`src/rtl/ysyx_23060136_exu_div_ctrl_pkg.sv`:
```
// Shared definitions for the divide controller: FSM states, op encodings and default width.
package ysyx_23060136_exu_div_ctrl_pkg;

  localparam int BITS_W_DEFAULT = 64;

  typedef enum logic [1:0] {
    DS_IDLE  = 2'd0,
    DS_ISSUE = 2'd1,
    DS_WAIT  = 2'd2,
    DS_DONE  = 2'd3
  } div_state_e;

  // op[0] set means unsigned, op[1] set means remainder is the selected result.
  localparam logic [1:0] OP_DIV  = 2'b00;
  localparam logic [1:0] OP_DIVU = 2'b01;
  localparam logic [1:0] OP_REM  = 2'b10;
  localparam logic [1:0] OP_REMU = 2'b11;

endpackage

```
`src/rtl/ysyx_23060136_exu_div_ctrl_special.sv`:
```
// Operand extension for W ops, divide-by-zero / signed-overflow detection and
// the architectural result for those cases, which never reach the divider.
module ysyx_23060136_exu_div_special
  import ysyx_23060136_exu_div_ctrl_pkg::*;
#(
  parameter int BITS_W = BITS_W_DEFAULT
) (
  input  logic [1:0]        op,
  input  logic              is_w,
  input  logic [BITS_W-1:0] src1,
  input  logic [BITS_W-1:0] src2,
  output logic [BITS_W-1:0] src1_eff,
  output logic [BITS_W-1:0] src2_eff,
  output logic              div_by_zero,
  output logic              overflow,
  output logic [BITS_W-1:0] bypass_result
);

  logic              sgn;
  logic [BITS_W-1:0] min_val;
  logic [BITS_W-1:0] raw;

  assign sgn = !op[0];

  always_comb begin
    src1_eff = src1;
    src2_eff = src2;
    min_val  = {1'b1, {(BITS_W-1){1'b0}}};
    if (is_w) begin
      src1_eff = {{(BITS_W-32){sgn & src1[31]}}, src1[31:0]};
      src2_eff = {{(BITS_W-32){sgn & src2[31]}}, src2[31:0]};
      min_val  = {{(BITS_W-32){1'b1}}, 32'h8000_0000};
    end
    div_by_zero = (src2_eff == '0);
    // Extended operands make the 32-bit overflow test identical to the full-width one.
    overflow    = sgn && (src1_eff == min_val) && (src2_eff == '1);
    raw = '0;
    if (div_by_zero) begin
      raw = op[1] ? src1_eff : '1;
    end else if (overflow) begin
      raw = op[1] ? '0 : src1_eff;
    end
    bypass_result = is_w ? {{(BITS_W-32){raw[31]}}, raw[31:0]} : raw;
  end

endmodule

```
`src/rtl/ysyx_23060136_exu_div_ctrl.sv`:
```
// Divide/remainder controller: accepts ops from the pipeline, resolves special
// cases locally and otherwise drives an external iterative divider.
module ysyx_23060136_exu_div_ctrl
  import ysyx_23060136_exu_div_ctrl_pkg::*;
#(
  parameter int BITS_W = BITS_W_DEFAULT
) (
  input  logic              clk,
  input  logic              rst,
  input  logic              in_valid,
  output logic              in_ready,
  input  logic [1:0]        op,
  input  logic              is_w,
  input  logic [BITS_W-1:0] src1,
  input  logic [BITS_W-1:0] src2,
  input  logic              flush,
  output logic              out_valid,
  input  logic              out_ready,
  output logic [BITS_W-1:0] result,
  output logic              div_valid,
  output logic              divw,
  output logic              div_signed,
  output logic              div_flush,
  output logic [BITS_W-1:0] dividend,
  output logic [BITS_W-1:0] divisor,
  input  logic              div_ready,
  input  logic              div_out_valid,
  input  logic [BITS_W-1:0] quotient,
  input  logic [BITS_W-1:0] remainder,
  output logic [1:0]        dbg_state
);

  // Handshakes: a transfer happens on a cycle where valid and ready are both high
  // and flush is low; valid never depends on ready and stays up until the transfer.
  div_state_e        state_q, state_d;
  logic [1:0]        op_q, op_d;
  logic              is_w_q, is_w_d;
  logic [BITS_W-1:0] src1_q, src1_d;
  logic [BITS_W-1:0] src2_q, src2_d;
  logic [BITS_W-1:0] result_q, result_d;

  logic [BITS_W-1:0] src1_eff, src2_eff, bypass_result;
  logic              div_by_zero, overflow;
  logic [BITS_W-1:0] sel_val, cap_val;

  ysyx_23060136_exu_div_special #(.BITS_W(BITS_W)) u_special (
    .op            (op),
    .is_w          (is_w),
    .src1          (src1),
    .src2          (src2),
    .src1_eff      (src1_eff),
    .src2_eff      (src2_eff),
    .div_by_zero   (div_by_zero),
    .overflow      (overflow),
    .bypass_result (bypass_result)
  );

  assign sel_val = op_q[1] ? remainder : quotient;
  assign cap_val = is_w_q ? {{(BITS_W-32){sel_val[31]}}, sel_val[31:0]} : sel_val;

  always_ff @(posedge clk or negedge rst) begin
    if (!rst) begin
      state_q  <= DS_IDLE;
      op_q     <= '0;
      is_w_q   <= 1'b0;
      src1_q   <= '0;
      src2_q   <= '0;
      result_q <= '0;
    end else begin
      state_q  <= state_d;
      op_q     <= op_d;
      is_w_q   <= is_w_d;
      src1_q   <= src1_d;
      src2_q   <= src2_d;
      result_q <= result_d;
    end
  end

  always_comb begin
    state_d  = state_q;
    op_d     = op_q;
    is_w_d   = is_w_q;
    src1_d   = src1_q;
    src2_d   = src2_q;
    result_d = result_q;
    if (flush) begin
      state_d = DS_IDLE;
    end else begin
      case (state_q)
        DS_IDLE: begin
          if (in_valid) begin
            op_d   = op;
            is_w_d = is_w;
            src1_d = src1_eff;
            src2_d = src2_eff;
            if (div_by_zero || overflow) begin
              state_d  = DS_DONE;
              result_d = bypass_result;
            end else begin
              state_d = DS_ISSUE;
            end
          end
        end
        DS_ISSUE: if (div_ready) state_d = DS_WAIT;
        DS_WAIT: begin
          if (div_out_valid) begin
            state_d  = DS_DONE;
            result_d = cap_val;
          end
        end
        DS_DONE: if (out_ready) state_d = DS_IDLE;
        default: state_d = DS_IDLE;
      endcase
    end
  end

  always_comb begin
    in_ready  = (state_q == DS_IDLE);
    div_valid = (state_q == DS_ISSUE);
    out_valid = (state_q == DS_DONE);
    div_flush = flush && ((state_q == DS_ISSUE) || (state_q == DS_WAIT));
  end

  assign result     = result_q;
  assign dividend   = src1_q;
  assign divisor    = src2_q;
  assign divw       = is_w_q;
  assign div_signed = !op_q[0];
  assign dbg_state  = state_q;

endmodule

```
`config.mk`:
```
export PLATFORM = sky130hd
export DESIGN_NAME = ysyx_23060136_exu_div_ctrl
export DESIGN_NICKNAME = d
export VERILOG_FILES = /design/src/rtl/ysyx_23060136_exu_div_ctrl_pkg.sv /design/src/rtl/ysyx_23060136_exu_div_ctrl_special.sv /design/src/rtl/ysyx_23060136_exu_div_ctrl.sv
export SDC_FILE = /design/constraint.sdc
export NUM_CORES = 1
export LEC_CHECK = 0
export BUFFER_PORTS_ARGS = -buffer_cell sky130_fd_sc_hd__buf_2
export CORE_UTILIZATION = 30
export DETAILED_ROUTE_END_ITERATION = 10
export PLACE_DENSITY = 0.56
export REMOVE_ABC_BUFFERS = 1
export SYNTH_ARGS = -nofsm -noshare
export SYNTH_HDL_FRONTEND = slang
export SYNTH_HIERARCHICAL = 1
export SYNTH_SLANG_ARGS = --single-unit
```
`constraint.sdc`:
```
create_clock -name clk -period 1.6 [get_ports clk]
set_input_delay 0.24 -clock clk [delete_from_list [all_inputs] [get_ports clk]]
set_output_delay 0.24 -clock clk [all_outputs]
set_load 0.01 [all_outputs]
```
==> impl_results.md <==
* Synth area leaders: dfrtp_1 (42%), mux2_2 (13%), nand2_1 (6.4%)
* P&R area growth vs syn at 51.0%
* Fin crit share at 1.54
* Startpoint Class: primary input
* Multi-input logic area at 5970 sq um
* Io pins at 466
* Post-synthesis cell type count at 51
* Via Count at 11.5k
* Final slew viol count at 0
* # fillers at 3654
* Register area at 4930 sq um
* Root Driver: clkbuf_16
* Final core utilization at 0.463
* # setup viols final at 200
* Total CTS buffers at 17
* Post-layout instance area at 17600 sq um
* HP Class: primary input to flop
* Clock Latency Late Sink at 0.45 ns
* HPWL Detailed at 33.7 mm
* Critical path class: primary input to flop
* Die Y at 199 um
* Compound-Gate Fraction of Synth Area at 0.140
* Setup slack, reg-to-reg at -0.31 ns
* Initial antenna violation count at 4
* CTS sink cnt at 197
* Post-DRT Antenna Nets at 0
* Critical path capture point type: flop
* Simple-gate share of the synthesized area at 0.141
* Wire length per cell at 20.6 um
* Clk slew on worst S/H paths at 0.08 ns
* Post-synth top flop: dfrtp_1
* First-pass GRT wire length at 68.9 mm
* Final estimated routing congestion in global placement at 0.904
* Synth Area per Inst at 9.50 sq um
* Cell Area, Synth at 11600 sq um
* Count of flip-flops with a built-in enable after synthesis at 0
* RSZ-0062 raised after global routing: yes
* Min Tclk post-route at 2.46 ns
* H-tree depth at 4
* Core area at 37900 sq um
* Power per cell area at 1580 nW/um^2
* Peak VDD IR at 0.000835 V
* Slew Limit Headroom at 0.610
* Share of the synthesized area in the top cell type at 0.424
* Post-synthesis async set-or-reset flop share at 1.00
* Core Rows at 71
* Synthesis Warnings at 6
* Dpl cell area at 15500 sq um
* Worst EP arrival at 2.80 ns
* Largest family of logic cells by synthesized area: multiplexers
* Adder-Cell Fraction of Synth Area at 0.00431
* Gr usage total at 0.236
* Initial Util at 0.306
* Vias in the first global route at 11.4k
* Largest net degree at the start of global routing at 63
* Fraction of layout cells with a size suffix above 1 at 0.530
* MaxCap Viol Count at 0
* P_leak at 0.00910 uW
* Final #Nets at 2076
* Status: finished, violations left
* Clk_skew at 0.0137 ns
* Drt first pass iters at 5
* Failing checks: negative setup slack
* Maximum clock path buffer count at 2
* Worst path required time at 1.94 ns
* Post-Syn Instances at 1223
* Total wire length at 48.1 mm
* Mux share of post-synthesis cell area at 0.184
* Drt via density at 4.92
* Remaining Overflow, GRT at 0
* # DRC at 0
* Xor-xnor portion of the synthesized cell area at 0
* Setup ws final at -0.863 ns
* Final Hold Viols at 0
* 1st-iter DRT viols at 580
* #FFs+latches synth at 197
* Critical Path Fanout Max at 18
* CTS tree: yes
* Worst-Margin Slew at 0.580 ns
* Sequential share of the synthesized area at 0.424
* Max Clock Freq at 406 MHz
* Die footprint at 39500 sq um
* Yosys top cell by area: dfrtp_1
* Die Width at 199 um
* IO buf count at 465
[worst paths after layout]
kind / to / cells past startpoint / start
min reg2reg: result[11] / 2 / result[11]
max reg2reg: result[61] / 9 / dbg_state[0]
max: result[61] / 13 / src1[13]
max in group asynchronous: result[31] / 3 / rst
min in group asynchronous: divisor[3] / 2 / rst
min: divisor[4] / 2 / src2[4]
[flip-flops by register name, summed over array words and instances, names as in the netlist]
register and flops:
dividend 64, dbg_state 2, divisor 64, result 64, op_q 2, divw 1
[logic make-up (layout without fill, tap and decap cells)]
kind of cell / count (synthesis) / in the layout
and+or+nand+nor: 331 / 331
AOI/OAI and AO/OA: 268 / 268
DFF: 197 / 197
muxes: 197 / 197
adders and majority gates: 4 / 4
other: 0 / 2
buffers and inverters: 226 / 822
[cells in the mapped netlist, types with 7 or more instances]
library cell and instances:
buf_6 7, nor2_1 7, buf_4 81, a31oi_1 31, o21ai_1 22, clkbuf_1 43, dfrtp_1 197, a21oi_2 30
nor4_1 33, nand2_1 197, o21ai_0 109, buf_2 21, mux2_2 131, inv_1 68, a21oi_1 33, nand2b_1 31
mux2i_1 66, nand4_1 23, o211ai_1 34
[placed cells by master, fill, tap and decap left out, types with 5 or more instances in the layout]
master	synthesis	layout
o21ai_2	2	12
a21oi_2	30	30
a21oi_1	33	33
o21ai_0	109	73
nand3_1	5	5
nor4_1	33	32
buf_6	7	18
nand2_1	197	179
nor2_1	7	7
buf_16	0	14
mux2_2	131	54
o211ai_1	34	34
buf_8	0	13
nand4_1	23	23
mux2_4	0	77
dfrtp_1	197	196
nand2b_1	31	31
mux2i_1	66	66
clkbuf_16	0	21
inv_1	68	65
a31oi_1	31	31
nand2_2	0	13
buf_12	0	26
buf_4	81	185
buf_2	21	458
nand2_4	0	5
o21ai_1	22	48
nand4b_1	5	5
[area by class of cell]
type / count / share of cell area
Inverter: 70 / 0.0150
Clock inverter: 13 / 0.0110
Clock buffer: 19 / 0.0252
Tap cell: 511 / 0.0364
Sequential cell: 197 / 0.281
Timing Repair Buffer: 720 / 0.291
Antenna cell: 2 / 0.000285
Multi-Input combinational cell: 800 / 0.340
[timing repair]
item | CTS | global route
resized for setup | 102 | 144
hold endpoints to repair | 28 | 0
gates cloned | 16 | 5
buffers inserted | 28 | 6
pin swaps | 12 | 9
endpoints found under the setup margin | 201 | 201
hold buffers | 1 | 0
[stage by stage]
step | setup TNS [ns] | setup slack, ns | instances | hold slack, ns | total power, uW
6_report | -68.60 | -0.863 | 2332 | 0.0683 | 27800
5_1_grt | -79.25 | -0.946 | 2332 | 0.0655 | 29300
4_1_cts | -71.28 | -0.887 | 2332 | 0.0360 | 27000
3_5_place_dp | -113.39 | -1.46 | 2258 | 0.203 | 20300
3_3_place_gp | -111.21 | -1.45 | 2258 | 0.199 | 20100
2_1_floorplan | -725.74 | -3.97 | 1067 | -0.0556 | 14500
[metal layers]
layer	part of all wire	GRT usage	vias up
met2	0.49	0.396	405
met4	0.023	0.0729	2
met5	0.00021	0	-
met3	0.055	0.0458	65
met1	0.43	0.304	5606
li1	-	-	5388
[power breakdown]
group	switching (uW)	internal (uW)	leakage [uW]
Clock	2080	2690	0.000311
Sequential	1390	7360	0.00249
Combinational	7030	7280	0.00631
Total	10500	17300	0.00910
[worst max-delay path, cell delays in order]
cell	delay (ns)
buf_6	0.09
or4_4	0.53
or4_4	0.45
nor4_4	0.14
buf_4	0.16
nand4_1	0.12
inv_2	0.10
o21ai_2	0.07
a211o_4	0.35
buf_12	0.17
buf_16	0.17
nand2_1	0.11
o21ai_2	0.07
Power figures use the tool's default switching activity.
